## src/rtl/imem_if.sv

```systemverilog
// Instruction-memory port bundle: IF fetch path, loader/debug requester and
// the single-port memory macro. The controller uses the slave view; the
// requesters and memory model use the master view.
interface imem_if;
   logic        f_req;
   logic [29:0] f_addr;
   logic        flush;
   logic        f_rvalid;
   logic [31:0] f_rdata;
   logic        stall_PC;
   logic        l_req;
   logic        l_we;
   logic [29:0] l_addr;
   logic [31:0] l_wdata;
   logic        l_gnt;
   logic        l_rvalid;
   logic [31:0] l_rdata;
   logic        m_req;
   logic        m_we;
   logic [29:0] m_addr;
   logic [31:0] m_wdata;
   logic [31:0] m_rdata;

   modport slave (
      input  f_req, f_addr, flush, l_req, l_we, l_addr, l_wdata, m_rdata,
      output f_rvalid, f_rdata, stall_PC, l_gnt, l_rvalid, l_rdata,
             m_req, m_we, m_addr, m_wdata
   );

   modport master (
      output f_req, f_addr, flush, l_req, l_we, l_addr, l_wdata, m_rdata,
      input  f_rvalid, f_rdata, stall_PC, l_gnt, l_rvalid, l_rdata,
             m_req, m_we, m_addr, m_wdata
   );
endinterface

```

## src/rtl/imem_port_ctrl.sv

```systemverilog
// Single-port instruction-memory controller shared by the IF fetch path and a
// loader/debug requester. One access outstanding at a time against a
// fixed-latency memory; a new access may issue in the completion cycle.
//
// Build option: IMEM_LOADER_FAIRNESS_EN -- when defined, the loader may win at
// most LOADER_MAX contested arbitrations in a row before the fetch gets a turn.
// When undefined the loader has strict priority.
//
// state  | meaning
// IDLE   | no access outstanding
// F_WAIT | fetch outstanding, waiting MEM_LAT cycles for read data
// L_WAIT | loader read or write outstanding
module imem_port_ctrl #(
   parameter int MEM_LAT    = 1,
   parameter int LOADER_MAX = 4
) (
   input logic   CLK,
   input logic   RSTN,
   imem_if.slave bus
);

   if (MEM_LAT < 1 || MEM_LAT > 7) begin : g_bad_lat
      $error("imem_port_ctrl: MEM_LAT must be 1..7");
   end
   if (LOADER_MAX < 1 || LOADER_MAX > 15) begin : g_bad_lmax
      $error("imem_port_ctrl: LOADER_MAX must be 1..15");
   end

   localparam logic [2:0] LAT_INIT = 3'(MEM_LAT);

   typedef enum logic [1:0] {IDLE, F_WAIT, L_WAIT} state_t;

   state_t      state_q, state_d;
   logic [2:0]  lat_q, lat_d;
   logic        kill_q, kill_d;
   logic        we_q, we_d;
`ifdef IMEM_LOADER_FAIRNESS_EN
   logic [3:0]  fair_q, fair_d;
`endif

   logic done, can_issue, fetch_turn, issue_f, issue_l, f_done, l_done;

   // Arbitration and completion decode; everything is gated by RSTN so the
   // outputs drop asynchronously with reset.
   always_comb begin
      done      = (state_q != IDLE) && (lat_q == 3'd1);
      can_issue = RSTN && ((state_q == IDLE) || done);
`ifdef IMEM_LOADER_FAIRNESS_EN
      fetch_turn = bus.f_req && (fair_q >= 4'(LOADER_MAX));
`else
      fetch_turn = 1'b0;
`endif
      issue_l = can_issue && bus.l_req && !fetch_turn;
      issue_f = can_issue && bus.f_req && !issue_l;
      // A flush arriving in the completion cycle still kills the fetch.
      f_done  = RSTN && done && (state_q == F_WAIT) && !kill_q && !bus.flush;
      l_done  = RSTN && done && (state_q == L_WAIT) && !we_q;
   end

   assign bus.m_req    = issue_f | issue_l;
   assign bus.m_we     = issue_l & bus.l_we;
   assign bus.m_addr   = issue_l ? bus.l_addr : (issue_f ? bus.f_addr : 30'd0);
   assign bus.m_wdata  = (issue_l && bus.l_we) ? bus.l_wdata : 32'd0;
   assign bus.l_gnt    = issue_l;
   assign bus.f_rvalid = f_done;
   assign bus.f_rdata  = f_done ? bus.m_rdata : 32'd0;
   assign bus.l_rvalid = l_done;
   assign bus.l_rdata  = l_done ? bus.m_rdata : 32'd0;
   assign bus.stall_PC = RSTN & bus.f_req & ~f_done;

   // Next-state: issue takes priority over plain completion; otherwise count
   // the latency down and collect flushes against the outstanding fetch.
   always_comb begin
      state_d = state_q;
      lat_d   = lat_q;
      kill_d  = kill_q;
      we_d    = we_q;
      if (issue_f) begin
         state_d = F_WAIT;
         lat_d   = LAT_INIT;
         kill_d  = bus.flush;
         we_d    = 1'b0;
      end else if (issue_l) begin
         state_d = L_WAIT;
         lat_d   = LAT_INIT;
         kill_d  = 1'b0;
         we_d    = bus.l_we;
      end else if (done) begin
         state_d = IDLE;
         lat_d   = 3'd0;
         kill_d  = 1'b0;
         we_d    = 1'b0;
      end else if (state_q != IDLE) begin
         lat_d = lat_q - 3'd1;
         if ((state_q == F_WAIT) && bus.flush) kill_d = 1'b1;
      end
`ifdef IMEM_LOADER_FAIRNESS_EN
      fair_d = fair_q;
      if (issue_f) fair_d = 4'd0;
      else if (issue_l && bus.f_req && (fair_q != 4'hF)) fair_d = fair_q + 4'd1;
`endif
   end

   // Controller state registers.
   always_ff @(posedge CLK or negedge RSTN) begin
      if (!RSTN) begin
         state_q <= IDLE;
         lat_q   <= 3'd0;
         kill_q  <= 1'b0;
         we_q    <= 1'b0;
`ifdef IMEM_LOADER_FAIRNESS_EN
         fair_q  <= 4'd0;
`endif
      end else begin
         state_q <= state_d;
         lat_q   <= lat_d;
         kill_q  <= kill_d;
         we_q    <= we_d;
`ifdef IMEM_LOADER_FAIRNESS_EN
         fair_q  <= fair_d;
`endif
      end
   end

endmodule

```

## src/flat_wrapper.sv

```systemverilog
// flat-port wrapper written by rule: the top's interface ports become plain ports
module imem_port_ctrl_flat 
#(
   parameter int MEM_LAT    = 1,
   parameter int LOADER_MAX = 4
)
  (CLK, RSTN, bus_f_req, bus_f_addr, bus_flush, bus_l_req, bus_l_we, bus_l_addr, bus_l_wdata, bus_m_rdata, bus_f_rvalid, bus_f_rdata, bus_stall_PC, bus_l_gnt, bus_l_rvalid, bus_l_rdata, bus_m_req, bus_m_we, bus_m_addr, bus_m_wdata);
  imem_if bus_i ();
  input logic CLK;
  input logic RSTN;
  input wire logic [$bits(bus_i.f_req)-1:0] bus_f_req;
  input wire logic [$bits(bus_i.f_addr)-1:0] bus_f_addr;
  input wire logic [$bits(bus_i.flush)-1:0] bus_flush;
  input wire logic [$bits(bus_i.l_req)-1:0] bus_l_req;
  input wire logic [$bits(bus_i.l_we)-1:0] bus_l_we;
  input wire logic [$bits(bus_i.l_addr)-1:0] bus_l_addr;
  input wire logic [$bits(bus_i.l_wdata)-1:0] bus_l_wdata;
  input wire logic [$bits(bus_i.m_rdata)-1:0] bus_m_rdata;
  output wire logic [$bits(bus_i.f_rvalid)-1:0] bus_f_rvalid;
  output wire logic [$bits(bus_i.f_rdata)-1:0] bus_f_rdata;
  output wire logic [$bits(bus_i.stall_PC)-1:0] bus_stall_PC;
  output wire logic [$bits(bus_i.l_gnt)-1:0] bus_l_gnt;
  output wire logic [$bits(bus_i.l_rvalid)-1:0] bus_l_rvalid;
  output wire logic [$bits(bus_i.l_rdata)-1:0] bus_l_rdata;
  output wire logic [$bits(bus_i.m_req)-1:0] bus_m_req;
  output wire logic [$bits(bus_i.m_we)-1:0] bus_m_we;
  output wire logic [$bits(bus_i.m_addr)-1:0] bus_m_addr;
  output wire logic [$bits(bus_i.m_wdata)-1:0] bus_m_wdata;
  assign bus_i.f_req = bus_f_req;
  assign bus_i.f_addr = bus_f_addr;
  assign bus_i.flush = bus_flush;
  assign bus_i.l_req = bus_l_req;
  assign bus_i.l_we = bus_l_we;
  assign bus_i.l_addr = bus_l_addr;
  assign bus_i.l_wdata = bus_l_wdata;
  assign bus_i.m_rdata = bus_m_rdata;
  assign bus_f_rvalid = bus_i.f_rvalid;
  assign bus_f_rdata = bus_i.f_rdata;
  assign bus_stall_PC = bus_i.stall_PC;
  assign bus_l_gnt = bus_i.l_gnt;
  assign bus_l_rvalid = bus_i.l_rvalid;
  assign bus_l_rdata = bus_i.l_rdata;
  assign bus_m_req = bus_i.m_req;
  assign bus_m_we = bus_i.m_we;
  assign bus_m_addr = bus_i.m_addr;
  assign bus_m_wdata = bus_i.m_wdata;
  imem_port_ctrl #(.MEM_LAT(MEM_LAT), .LOADER_MAX(LOADER_MAX)) u_core (.CLK(CLK), .RSTN(RSTN), .bus(bus_i));
endmodule
```

## config.mk

```make
export PLATFORM = sky130hd
export DESIGN_NAME = imem_port_ctrl_flat
export DESIGN_NICKNAME = d
export VERILOG_FILES = /design/src/rtl/imem_if.sv /design/src/rtl/imem_port_ctrl.sv /design/src/flat_wrapper.sv
export SDC_FILE = /design/constraint.sdc
export NUM_CORES = 1
export LEC_CHECK = 0
export BUFFER_PORTS_ARGS = -buffer_cell sky130_fd_sc_hd__buf_2
export CAP_MARGIN = 10
export CORE_AREA = 2 2 102 104
export CTS_CLUSTER_DIAMETER = 60
export DETAILED_ROUTE_END_ITERATION = 7
export DIE_AREA = 0 0 104 106
export GPL_TIMING_DRIVEN = 0
export PLACE_DENSITY = 0.63
export SETUP_SLACK_MARGIN = 0.05
export SLEW_MARGIN = 20
export SYNTH_ARGS = -nofsm -noshare
export SYNTH_HDL_FRONTEND = slang
export SYNTH_SLANG_ARGS = --single-unit
export TNS_END_PERCENT = 20
```

## constraint.sdc

```tcl
create_clock -name CLK -period 1.78 [get_ports CLK]
set_clock_uncertainty 0.05 [all_clocks]
set_input_delay 0.178 -clock CLK [delete_from_list [all_inputs] [get_ports CLK]]
set_output_delay 0.178 -clock CLK [all_outputs]
set_load 0.1 [all_outputs]
```

==> results.cfg, run 1 <==
[final_layout]
area_growth_pct = 303
finalNetCount = 611
fillers = 790
regArea_um2 = 176
final_layout_size_suffix_gt1_share_pct = 92.1
insertedDiodeCount = 0
multi_input_area_um2 = 1690

[detailed_routing]
ant_nets = 0
post_drt_wl_per_cell_um = 16.8
viasPerCell = 4.43
first_pass_iters = 4
vias = 2718
route.detailed.drc = 0
drt-total-wl_um = 10300
drtIter0Drc = 67

[worst_setup_path]
reg2reg_from = u_core.lat_q[1]$_DFFE_PN0P_
critPathCapture = bus_l_rdata[20]
cp_cell_sequence = inv_2 -> ha_4 -> and2b_2 -> nand2_4 -> nor4b_4 -> buf_6 -> clkbuf_16 -> and2_4 -> buf_12
worstSetupPathType = reg -> out
end_kind = primary output
startpoint_type = register
reg2reg_to = u_core.lat_q[0]$_DFFE_PN0P_
reg2reg_depth = 8
timing.critical_path.from = u_core.lat_q[1]$_DFFE_PN0P_
max_stage_delay_ns = 0.38
critPathSlowestCell = dfrtp_1
critical_path.max_fanout = 7
cp.arrival_ns = 2.00
reg2reg_slack_ns = 0.19
cp.required_ns = 1.55

[cts]
clock_latency_ns = 0.23
cts.path.max_buffers = 2
htreeDepth = 1
root_buffer = clkbuf_8
cts_sinks = 7
clk_pin_slew_ns = 0.04
cts_tree = yes
cts_buffers = 3

[logic_synthesis]
synth_edf_count = 0
synth-seq-cells = 7
synthDistinctLibCells = 29
yosysSeqAreaShare_pct = 12.0
ys.flop_type = dfrtp_1
yosys_warnings = 0
synth_nets = 325
synthCells = 193
async_flop_share_pct = 100
netlist_area_um2 = 1460
syn_avg_cell_area_um2 = 7.55

[global_routing]
grt_max_degree = 11
grt_pass1_wl_um = 15200
grt-ovfl-total = 0
grt_usage_pct = 16.9
antenna_found_initial = 1
grt_pass1_vias = 2968

[run]
drv_cap = 0

[sta]
finalHoldViolCount = 0
relSlewSlack_pct = 48.9
rsz0062_at_grt = yes
worst_pin_slew_ns = 0.758
whs_ns = 0.240
final-max-slew-violation-count = 0
finalCritPeriodShare_pct = 125
fmax_ghz = 0.450
layout_setup_ws_ns = -0.443
min_period_ns = 2.22
setup_violations = 131

[placement]
dp_hpwl_um = 6570
portBuffers = 261
dpl_worst_slack_ns = -0.854
gp_congestion = 0.793

[floorplanning]
core_um2 = 10000
die_w_um = 104
fp.dieH_um = 106
initial_utilization_pct = 14.6
row_count = 37
die_area_um2 = 11000
io_pins = 262

[hold_path]
hp-class = in -> reg

[outcome]
status = complete, but fails checks
violations = setup timing

[power]
power_density_nw_per_um2 = 912
power.leakage_nw = 2.75
vdd_ir_drop_max_v = 0.000497
-- layer usage --
layer  up-vias  wire length, um  GRT usage [%]
li1       1256                -              -
met1      1261             3400           16.4
met2       180             5810           34.9
met3        21              815           3.74
met4         0              258           5.31
met5         -                0              0
-- worst max-delay path: cells and delay by family (launching register included) --
family / cells / cell delay [ns]
adder cells (fa/ha/maj): 1 / 0.15
buffers and inverters: 4 / 0.60
flip-flops: 1 / 0.38
AND/OR/NAND/NOR: 4 / 0.64
-- logic make-up after synthesis --
kind of cell / share of synthesized area, %
simple gates: 50.3
compound gates: 26.5
buf+inv: 9.45
flops: 12.0
fa+ha+maj: 1.72
-- registers in the layout, summed over array words and instances, names as in the netlist --
name / cells
u_core.we_q: 1
u_core.kill_q: 1
u_core.lat_q: 3
u_core.state_q: 2
-- worst min path at each step --
stage	from	endpoint	slack, ns	depth (start not counted)
after floorplan	RSTN	u_core.kill_q$_DFFE_PN0P_	-0.17	0
after global placement	RSTN	u_core.lat_q[1]$_DFFE_PN0P_	0.008	1
after detailed placement	RSTN	u_core.lat_q[0]$_DFFE_PN0P_	0.01	1
after CTS	bus_flush	u_core.kill_q$_DFFE_PN0P_	0.24	3
after global routing	bus_flush	u_core.kill_q$_DFFE_PN0P_	0.28	3
final	bus_flush	u_core.kill_q$_DFFE_PN0P_	0.24	3
-- through the flow --
step	total power [mW]	setup TNS, ns	std cells	instance area (um^2)	util, %
2_1_floorplan	3.10	-30.45	193	1780	-
3_3_place_gp	3.61	-85.50	590	3260	32.6
3_5_place_dp	3.65	-89.74	590	3260	32.6
4_1_cts	5.08	-53.69	606	5530	55.3
5_1_grt	5.53	-54.60	614	5860	58.6
6_report	5.35	-44.63	614	5860	58.6
-- area by class of cell --
| type | count | area share (%) |
|---|---|---|
| plain buffers | 20 | 5.25 |
| clock buffers | 4 | 0.768 |
| inverters | 2 | 0.128 |
| multi-input cells | 164 | 28.9 |
| flip-flops and latches | 7 | 3.01 |
| well taps | 136 | 2.90 |
| repair buffers | 281 | 59.1 |
-- synth_stat cells (2+ instances only) --
master,n,share of area [%]
a22o_1,30,18
and3_1,32,14
clkbuf_2,4,1.4
o21ai_0,6,2.1
buf_2,4,1.4
nand3_1,2,0.69
and2_1,65,28
buf_4,4,2.1
nand2b_1,2,0.86
nor2_1,4,1.0
inv_1,2,0.52
ha_1,2,1.7
buf_6,4,3.1
dfrtp_1,7,12
a21o_1,3,1.5
o211ai_1,2,1.0
nand2_1,4,1.0
a21oi_1,2,0.69
clkbuf_1,4,1.0
-- cell usage in the layout (no fill, tap or decap), types with 4 or more instances in the layout --
cell	netlist	layout
nand2_1	4	4
clkbuf_16	0	4
and3_2	0	11
a22o_4	0	24
buf_2	4	129
clkbuf_1	4	4
and2_4	0	64
and3_4	0	21
dfrtp_1	7	6
buf_8	0	5
buf_4	4	14
a22o_2	0	6
buf_6	4	9
buf_12	0	136
o21ai_0	6	6
-- report_power, final --
group | switching, mW | leakage [nW] | internal [mW]
registers | 0.0491 | 0.0886 | 0.217
logic | 2.92 | 2.64 | 1.93
clock network | 0.0725 | 0.0228 | 0.155
-- timing repair --
action                                  in CTS  in global routing
cloned                                       1                  3
pin swaps                                   53                 31
hold buffers                                 1                  0
endpoints found under the setup margin     136                133
gates resized for setup                    563                 47
endpoints found under the hold margin        7                  0
setup buffers                               10                  5
No activity file was read; power rests on OpenSTA's default activity.
==> inputs of run 2 (changes only) <==
==> constraint.sdc (replaced) <==
create_clock -name CLK -period 1.78 [get_ports CLK]
set_clock_uncertainty 0.05 [all_clocks]
set_input_delay 0.178 -clock CLK [delete_from_list [all_inputs] [get_ports CLK]]
set_output_delay 0.178 -clock CLK [all_outputs]
set_load 0.01 [all_outputs]
==> run 2 against run 1 <==
Critical path type unchanged. The flow still finishes with violations (setup timing). Sequential power rose by 5%. Non-clock buffer count down 1. Largest cell class unchanged. Combinational power shrank 66%. Final area shrank 41%. First-iteration DRC count increased by 18%. Maximum frequency grew 5.5%. Hold slack improved by 0.0045 ns. Register-to-register slack improved by 0.04 ns. Cell count shrank 0.16%. Critical path depth unchanged.
==> results.cfg, run 2 (same netlist as run 1, synthesis figures left out) <==
[sta]
rsz0062_at_grt = yes
min_period_ns = 2.11
relSlewSlack_pct = 58.1
fmax_ghz = 0.475
layout_setup_ws_ns = -0.327
final-max-slew-violation-count = 0
worst_pin_slew_ns = 0.622
finalHoldViolCount = 0
setup_violations = 131
finalCritPeriodShare_pct = 118
whs_ns = 0.244

[power]
power_mw = 2.16
power.leakage_nw = 2.20
internal_power_mw = 1.23
vdd_ir_drop_max_v = 0.000216
p_comb_share_pct = 76.5
power_density_nw_per_um2 = 626
seq_power_share_pct = 12.9
p_sw_share_pct = 43.3
p_clk_share_pct = 10.6
p_sw_uw = 935

[final_layout]
final_layout_size_suffix_gt1_share_pct = 70.0
insertedDiodeCount = 0
regMostFlops = u_core.lat_q
final_cell_mix = buf_2, and2_1, buf_6
layout_commonest_cell = buf_2
final_cell_area_um2 = 3450
finalCoreUtilization_pct = 34.5
instances_no_fill = 613
fillers = 1044
largest_register_ffs = 3
area_growth_pct = 137
finalNetCount = 610
multi_input_area_um2 = 1230
regArea_um2 = 176
reg_top3 = u_core.lat_q (3), u_core.state_q (2)

[detailed_routing]
ant_nets = 0
route.detailed.drc = 0
first_pass_iters = 4
vias = 2589
post_drt_wl_per_cell_um = 12.8
viasPerCell = 4.22
drt-total-wl_um = 7850
drtIter0Drc = 79

[outcome]
violations = setup timing
status = complete, but fails checks

[placement]
dp_hpwl_um = 6560
portBuffers = 261
placed_cell_area_um2 = 2950
dp_cells = 590
gp_congestion = 0.806

[cts]
cts_buffers = 3
htreeDepth = 1
cts_sinks = 7
cts_tree = yes
root_buffer = clkbuf_8
clock_latency_ns = 0.23
cts.path.max_buffers = 2
clk_pin_slew_ns = 0.04

[global_routing]
antenna_found_initial = 0
grt_pass1_vias = 2431
grt_max_degree = 11
grt_usage_pct = 12.6
grt_pass1_wl_um = 11400
grt-ovfl-total = 0

[floorplanning]
die_w_um = 104
core_um2 = 10000
fp.dieH_um = 106
row_count = 37
io_pins = 262
initial_utilization_pct = 14.6
die_area_um2 = 11000

[worst_setup_path]
max_stage_delay_ns = 0.38
critPathSlowestCell = dfrtp_1
worstSetupPathType = reg -> out
cp_cell_sequence = inv_2 -> ha_4 -> and2b_2 -> nand2_4 -> nor4b_4 -> buf_6 -> clkbuf_8 -> and2_1 -> buf_2
cp.required_ns = 1.55
end_kind = primary output
crit_buf_inv = 4
startpoint_type = register
cp.arrival_ns = 1.88
cp_top_family = simple AND/OR/NAND/NOR gates
critical_path.max_fanout = 10

[hold_path]
hp-class = in -> reg

[run]
drv_cap = 0
run 2: metrics by stage:
| stage | setup WS, ns | TNS (ns) |
|---|---|---|
| 3_3_place_gp | -0.454 | -41.23 |
| 6_report | -0.327 | -30.89 |
| 4_1_cts | -0.358 | -34.81 |
| 2_1_floorplan | -0.00774 | -0.201 |
| 3_5_place_dp | -0.547 | -45.99 |
| 5_1_grt | -0.425 | -44.89 |
run 2: final cells by class:
cell class,count,area share (%)
Tap cell,136,4.93
Timing Repair Buffer,281,47.0
Multi-Input combinational cell,164,35.7
Clock buffer,4,1.30
Sequential cell,7,5.11
Inverter,2,0.217
Buffer,19,5.80
run 2: repair_timing:
action	4_1_cts	5_1_grt
gates resized for setup	49	28
endpoints found under the hold margin	7	0
pin swaps	40	7
hold buffers	1	0
endpoints found under the setup margin	134	131
buffers inserted	13	4
cloned	1	1
run 2: path summary, 6_finish.rpt:
kind | from | endpoint | slack, ns | cells after the start
hold / removal | bus_flush | u_core.kill_q$_DFFE_PN0P_ | 0.24 | 3
setup / recovery | u_core.lat_q[1]$_DFFE_PN0P_ | bus_l_rdata[20] | -0.33 | 9
setup reg to reg | u_core.lat_q[1]$_DFFE_PN0P_ | u_core.state_q[0]$_DFFE_PN0P_ | 0.23 | 7
max in group asynchronous | RSTN | u_core.state_q[0]$_DFFE_PN0P_ | 0.97 | 2
min in group asynchronous | RSTN | u_core.lat_q[1]$_DFFE_PN0P_ | 0.43 | 2
hold reg to reg | u_core.lat_q[2]$_DFFE_PN0P_ | u_core.lat_q[2]$_DFFE_PN0P_ | 0.47 | 1
run 2: worst reg2reg max path: cells and delay by family, from the launching register on:
family / cells / cell delay, ns
AO/OA/AOI/OAI: 2 / 0.39
flip-flops: 1 / 0.38
AND/OR/NAND/NOR: 1 / 0.15
buffers and inverters: 3 / 0.38
adder cells (fa/ha/maj): 1 / 0.14
run 2: layer usage:
metal / vias to the layer above / routed length (um) / GRT usage [%]
met2: 171 / 4430 / 27.2
met5: - / 0 / 0
met1: 1154 / 2550 / 11.6
met4: 0 / 99 / 3.47
met3: 10 / 774 / 2.58
li1: 1254 / - / -
run 2: power groups by stage:
stage,sequential (mW),combinational (mW),clock [mW]
2_1_floorplan,0.264,0.846,0
3_3_place_gp,0.273,1.37,0
3_5_place_dp,0.277,1.39,0
4_1_cts,0.278,1.61,0.236
5_1_grt,0.284,1.81,0.251
6_report,0.280,1.65,0.229
==> inputs of run 3 (changes only) <==
--- a/config.mk
+++ b/config.mk
@@ -5,14 +5,16 @@
 export SDC_FILE = /design/constraint.sdc
 export NUM_CORES = 1
 export LEC_CHECK = 0
+export ABC_AREA = 1
 export BUFFER_PORTS_ARGS = -buffer_cell sky130_fd_sc_hd__buf_2
 export CAP_MARGIN = 10
-export CORE_AREA = 2 2 102 104
+export CORE_AREA = 2 2 101 103
 export CTS_CLUSTER_DIAMETER = 60
 export DETAILED_ROUTE_END_ITERATION = 7
-export DIE_AREA = 0 0 104 106
+export DIE_AREA = 0 0 103 105
+export GPL_ROUTABILITY_DRIVEN = 1
 export GPL_TIMING_DRIVEN = 0
-export PLACE_DENSITY = 0.63
+export PLACE_DENSITY = 0.65
 export SETUP_SLACK_MARGIN = 0.05
 export SLEW_MARGIN = 20
 export SYNTH_ARGS = -nofsm -noshare
==> constraint.sdc (replaced) <==
create_clock -name CLK -period 1.7 [get_ports CLK]
set_clock_uncertainty 0.05 [all_clocks]
set_input_delay 0.17 -clock CLK [delete_from_list [all_inputs] [get_ports CLK]]
set_output_delay 0.17 -clock CLK [all_outputs]
set_load 0.01 [all_outputs]
==> run 3 against run 2 <==
The run still ends with setup timing left. Sequential share of layout area down 0.27 points. Sequential power increased by 4%. Non-clock buffer count up 1. Global-route usage up 0.46 points. Count of clock-buffer cells in the layout stayed put. Flip-flop and latch count did not move. Wire length rose by 2.5%. Critical path depth grew 1. Critical path type unchanged.
==> results.cfg, run 3 <==
[logic_synthesis]
synth_most_common_cell = inv_1
ys.flop_type = dfrtp_1
netlist_area_um2 = 1560
yosysSeqAreaShare_pct = 11.3
synth.area.top_cells = inv_1, nor2_1, dfrtp_1
synth-seq-cells = 7
synth_edf_count = 0
synth_nets = 460
synthDistinctLibCells = 21
yosys_warnings = 0
yosys.area.top_type_share_pct = 25.8
syn_avg_cell_area_um2 = 4.75
synthCells = 328
ys_top_cells_by_count = inv_1, nor2_1, nand2_1
async_flop_share_pct = 100
yosysTopAreaCell = inv_1

[detailed_routing]
first_pass_iters = 6
drtIter0Drc = 134
ant_nets = 0
post_drt_wl_per_cell_um = 10.7
route.detailed.drc = 0
vias = 2874
drt-total-wl_um = 8050
viasPerCell = 3.83

[cts]
cts.path.max_buffers = 2
clock_latency_ns = 0.23
cts_tree = yes
cts_sinks = 7
cts_buffers = 3
htreeDepth = 1
root_buffer = clkbuf_8
clk_pin_slew_ns = 0.04

[worst_setup_path]
cp.arrival_ns = 1.70
reg2reg_to = u_core.state_q[1]$_DFFE_PN0P_
cp_cell_sequence = inv_2 -> ha_4 -> nand2_4 -> nor2_4 -> nand2_2 -> nor2_4 -> inv_4 -> buf_4 -> nor2_1 -> buf_2
reg2reg_from = u_core.state_q[1]$_DFFE_PN0P_
startpoint_type = register
crit_top_cell = nor2_4
max_stage_delay_ns = 0.38
worstSetupPathType = reg -> out
reg2reg_slack_ns = 0.18
reg2reg_depth = 7
critPathSlowestCell = dfrtp_1
end_kind = primary output
critical_path.max_fanout = 7
cp.required_ns = 1.48

[global_routing]
grt_usage_pct = 13.0
grt_max_degree = 11
antenna_found_initial = 0
grt_pass1_vias = 2686
grt_pass1_wl_um = 11400
grt-ovfl-total = 0

[final_layout]
instances_no_fill = 751
regMostFlops = u_core.lat_q
final_cell_mix = buf_2, inv_1, nor2_1
finalNetCount = 751
final_layout_size_suffix_gt1_share_pct = 58.4
reg_top3 = u_core.lat_q (3), u_core.state_q (2)
layout_commonest_cell = buf_2
area_growth_pct = 133
fillers = 1075
largest_register_ffs = 3
insertedDiodeCount = 0

[power]
power.leakage_nw = 2.55
power_density_nw_per_um2 = 602
vdd_ir_drop_max_v = 0.000273

[sta]
final-max-slew-violation-count = 0
finalHoldViolCount = 0
min_period_ns = 1.92
finalCritPeriodShare_pct = 113
rsz0062_at_grt = yes
fmax_ghz = 0.520
worst_pin_slew_ns = 0.358
layout_setup_ws_ns = -0.225
setup_violations = 126
relSlewSlack_pct = 76.1

[floorplanning]
fp.dieH_um = 105
die_w_um = 103
die_area_um2 = 10800
row_count = 36
core_um2 = 9640
io_pins = 262
initial_utilization_pct = 16.1

[hold_path]
hp-class = in -> reg
min_from = bus_l_we
min_path_cells = 3
hold-path-endpoint = u_core.we_q$_DFFE_PN0P_

[placement]
dp_hpwl_um = 6080
gp_congestion = 0.761
portBuffers = 261
dpl_worst_slack_ns = -0.229
dp_cells = 722

[run]
drv_cap = 0

[outcome]
violations = setup timing
status = complete, but fails checks
==> run 3: cell types whose count changed after synthesis, moves of 3 or more <==
| cell | previous run | this run |
|---|---|---|
| nand3_1 | 2 | 5 |
| nor2_1 | 4 | 100 |
| a21o_1 | 3 | 0 |
| and3_1 | 32 | 0 |
| o21ai_0 | 6 | 34 |
| nand2_1 | 4 | 43 |
| inv_1 | 2 | 107 |
| a22o_1 | 30 | 0 |
| and2_1 | 65 | 0 |
| clkbuf_2 | 4 | 1 |
| nand4_1 | 0 | 4 |
==> run 3: area by class of cell <==
type / count / area, um^2 / share of cell area, %
clock buffers: 4 / 45.0 / 1.24
repair buffers: 286 / 1570 / 43.2
well taps: 133 / 166 / 4.59
flip-flops and latches: 7 / 175 / 4.83
plain buffers: 15 / 185 / 5.11
multi-input cells: 197 / 1060 / 29.2
inverters: 109 / 427 / 11.8
==> run 3: worst max-delay path: cells and delay by family, from the launching register on <==
kind / cells / cell delay (ns)
flops: 1 / 0.38
simple gates: 5 / 0.48
buf+inv: 4 / 0.47
fa+ha+maj: 1 / 0.13
==> run 3: cell families (layout without fill, tap and decap cells) <==
logic type / count (synthesis) / in the layout / share of synthesized area (%)
AO/OA/AOI/OAI: 36 / 36 / 12.0
XOR/XNOR: 1 / 1 / 0.563
adder cells (fa/ha/maj): 2 / 2 / 1.61
buffers and inverters: 124 / 414 / 33.8
flip-flops: 7 / 7 / 11.3
AND/OR/NAND/NOR: 158 / 158 / 40.8
==> run 3: how the worst max path moves through the flow <==
stage | start | to
floorplan | u_core.lat_q[1]$_DFFE_PN0P_ | bus_l_rdata[10]
global placement | u_core.lat_q[1]$_DFFE_PN0P_ | bus_m_addr[11]
detailed placement | u_core.lat_q[1]$_DFFE_PN0P_ | bus_m_addr[11]
CTS | u_core.lat_q[1]$_DFFE_PN0P_ | bus_l_rdata[28]
global route | u_core.lat_q[1]$_DFFE_PN0P_ | bus_l_rdata[12]
finish | u_core.lat_q[1]$_DFFE_PN0P_ | bus_l_rdata[12]
==> run 3: per-layer routing <==
metal | up-vias | routed length (um) | global-route usage [%]
met5 | - | 0 | 0
met4 | 0 | 72 | 4.23
met3 | 4 | 759 | 1.74
met2 | 164 | 4280 | 26.8
met1 | 1206 | 2940 | 12.7
li1 | 1500 | - | -
==> run 3: per-stage QoR <==
step	instance area (um^2)	total power [mW]	hold slack [ns]	utilization [%]	TNS [ns]
CTS	3450	2.12	0.204	35.8	-18.80
global placement	3030	1.55	-0.00665	31.4	-12.28
detailed placement	3030	1.55	-0.00785	31.4	-13.22
global route	3620	2.39	0.238	37.6	-29.08
floorplan	1560	1.05	-0.176	-	0
finish	3620	2.18	0.200	37.6	-16.39
==> run 3: report_power, final <==
part | leakage (nW) | internal [mW] | switching, mW
clock network | 0.0228 | 0.163 | 0.0810
logic | 2.44 | 0.745 | 0.902
registers | 0.0887 | 0.237 | 0.0538
total | 2.55 | 1.15 | 1.04
==> run 3: what timing repair did <==
action | CTS | global route
pin swaps | 5 | 2
endpoints found under the hold margin | 7 | 0
cloned | 9 | 0
endpoints found under the setup margin | 132 | 132
gates resized for setup | 84 | 49
setup buffers | 12 | 3
hold buffers | 1 | 0
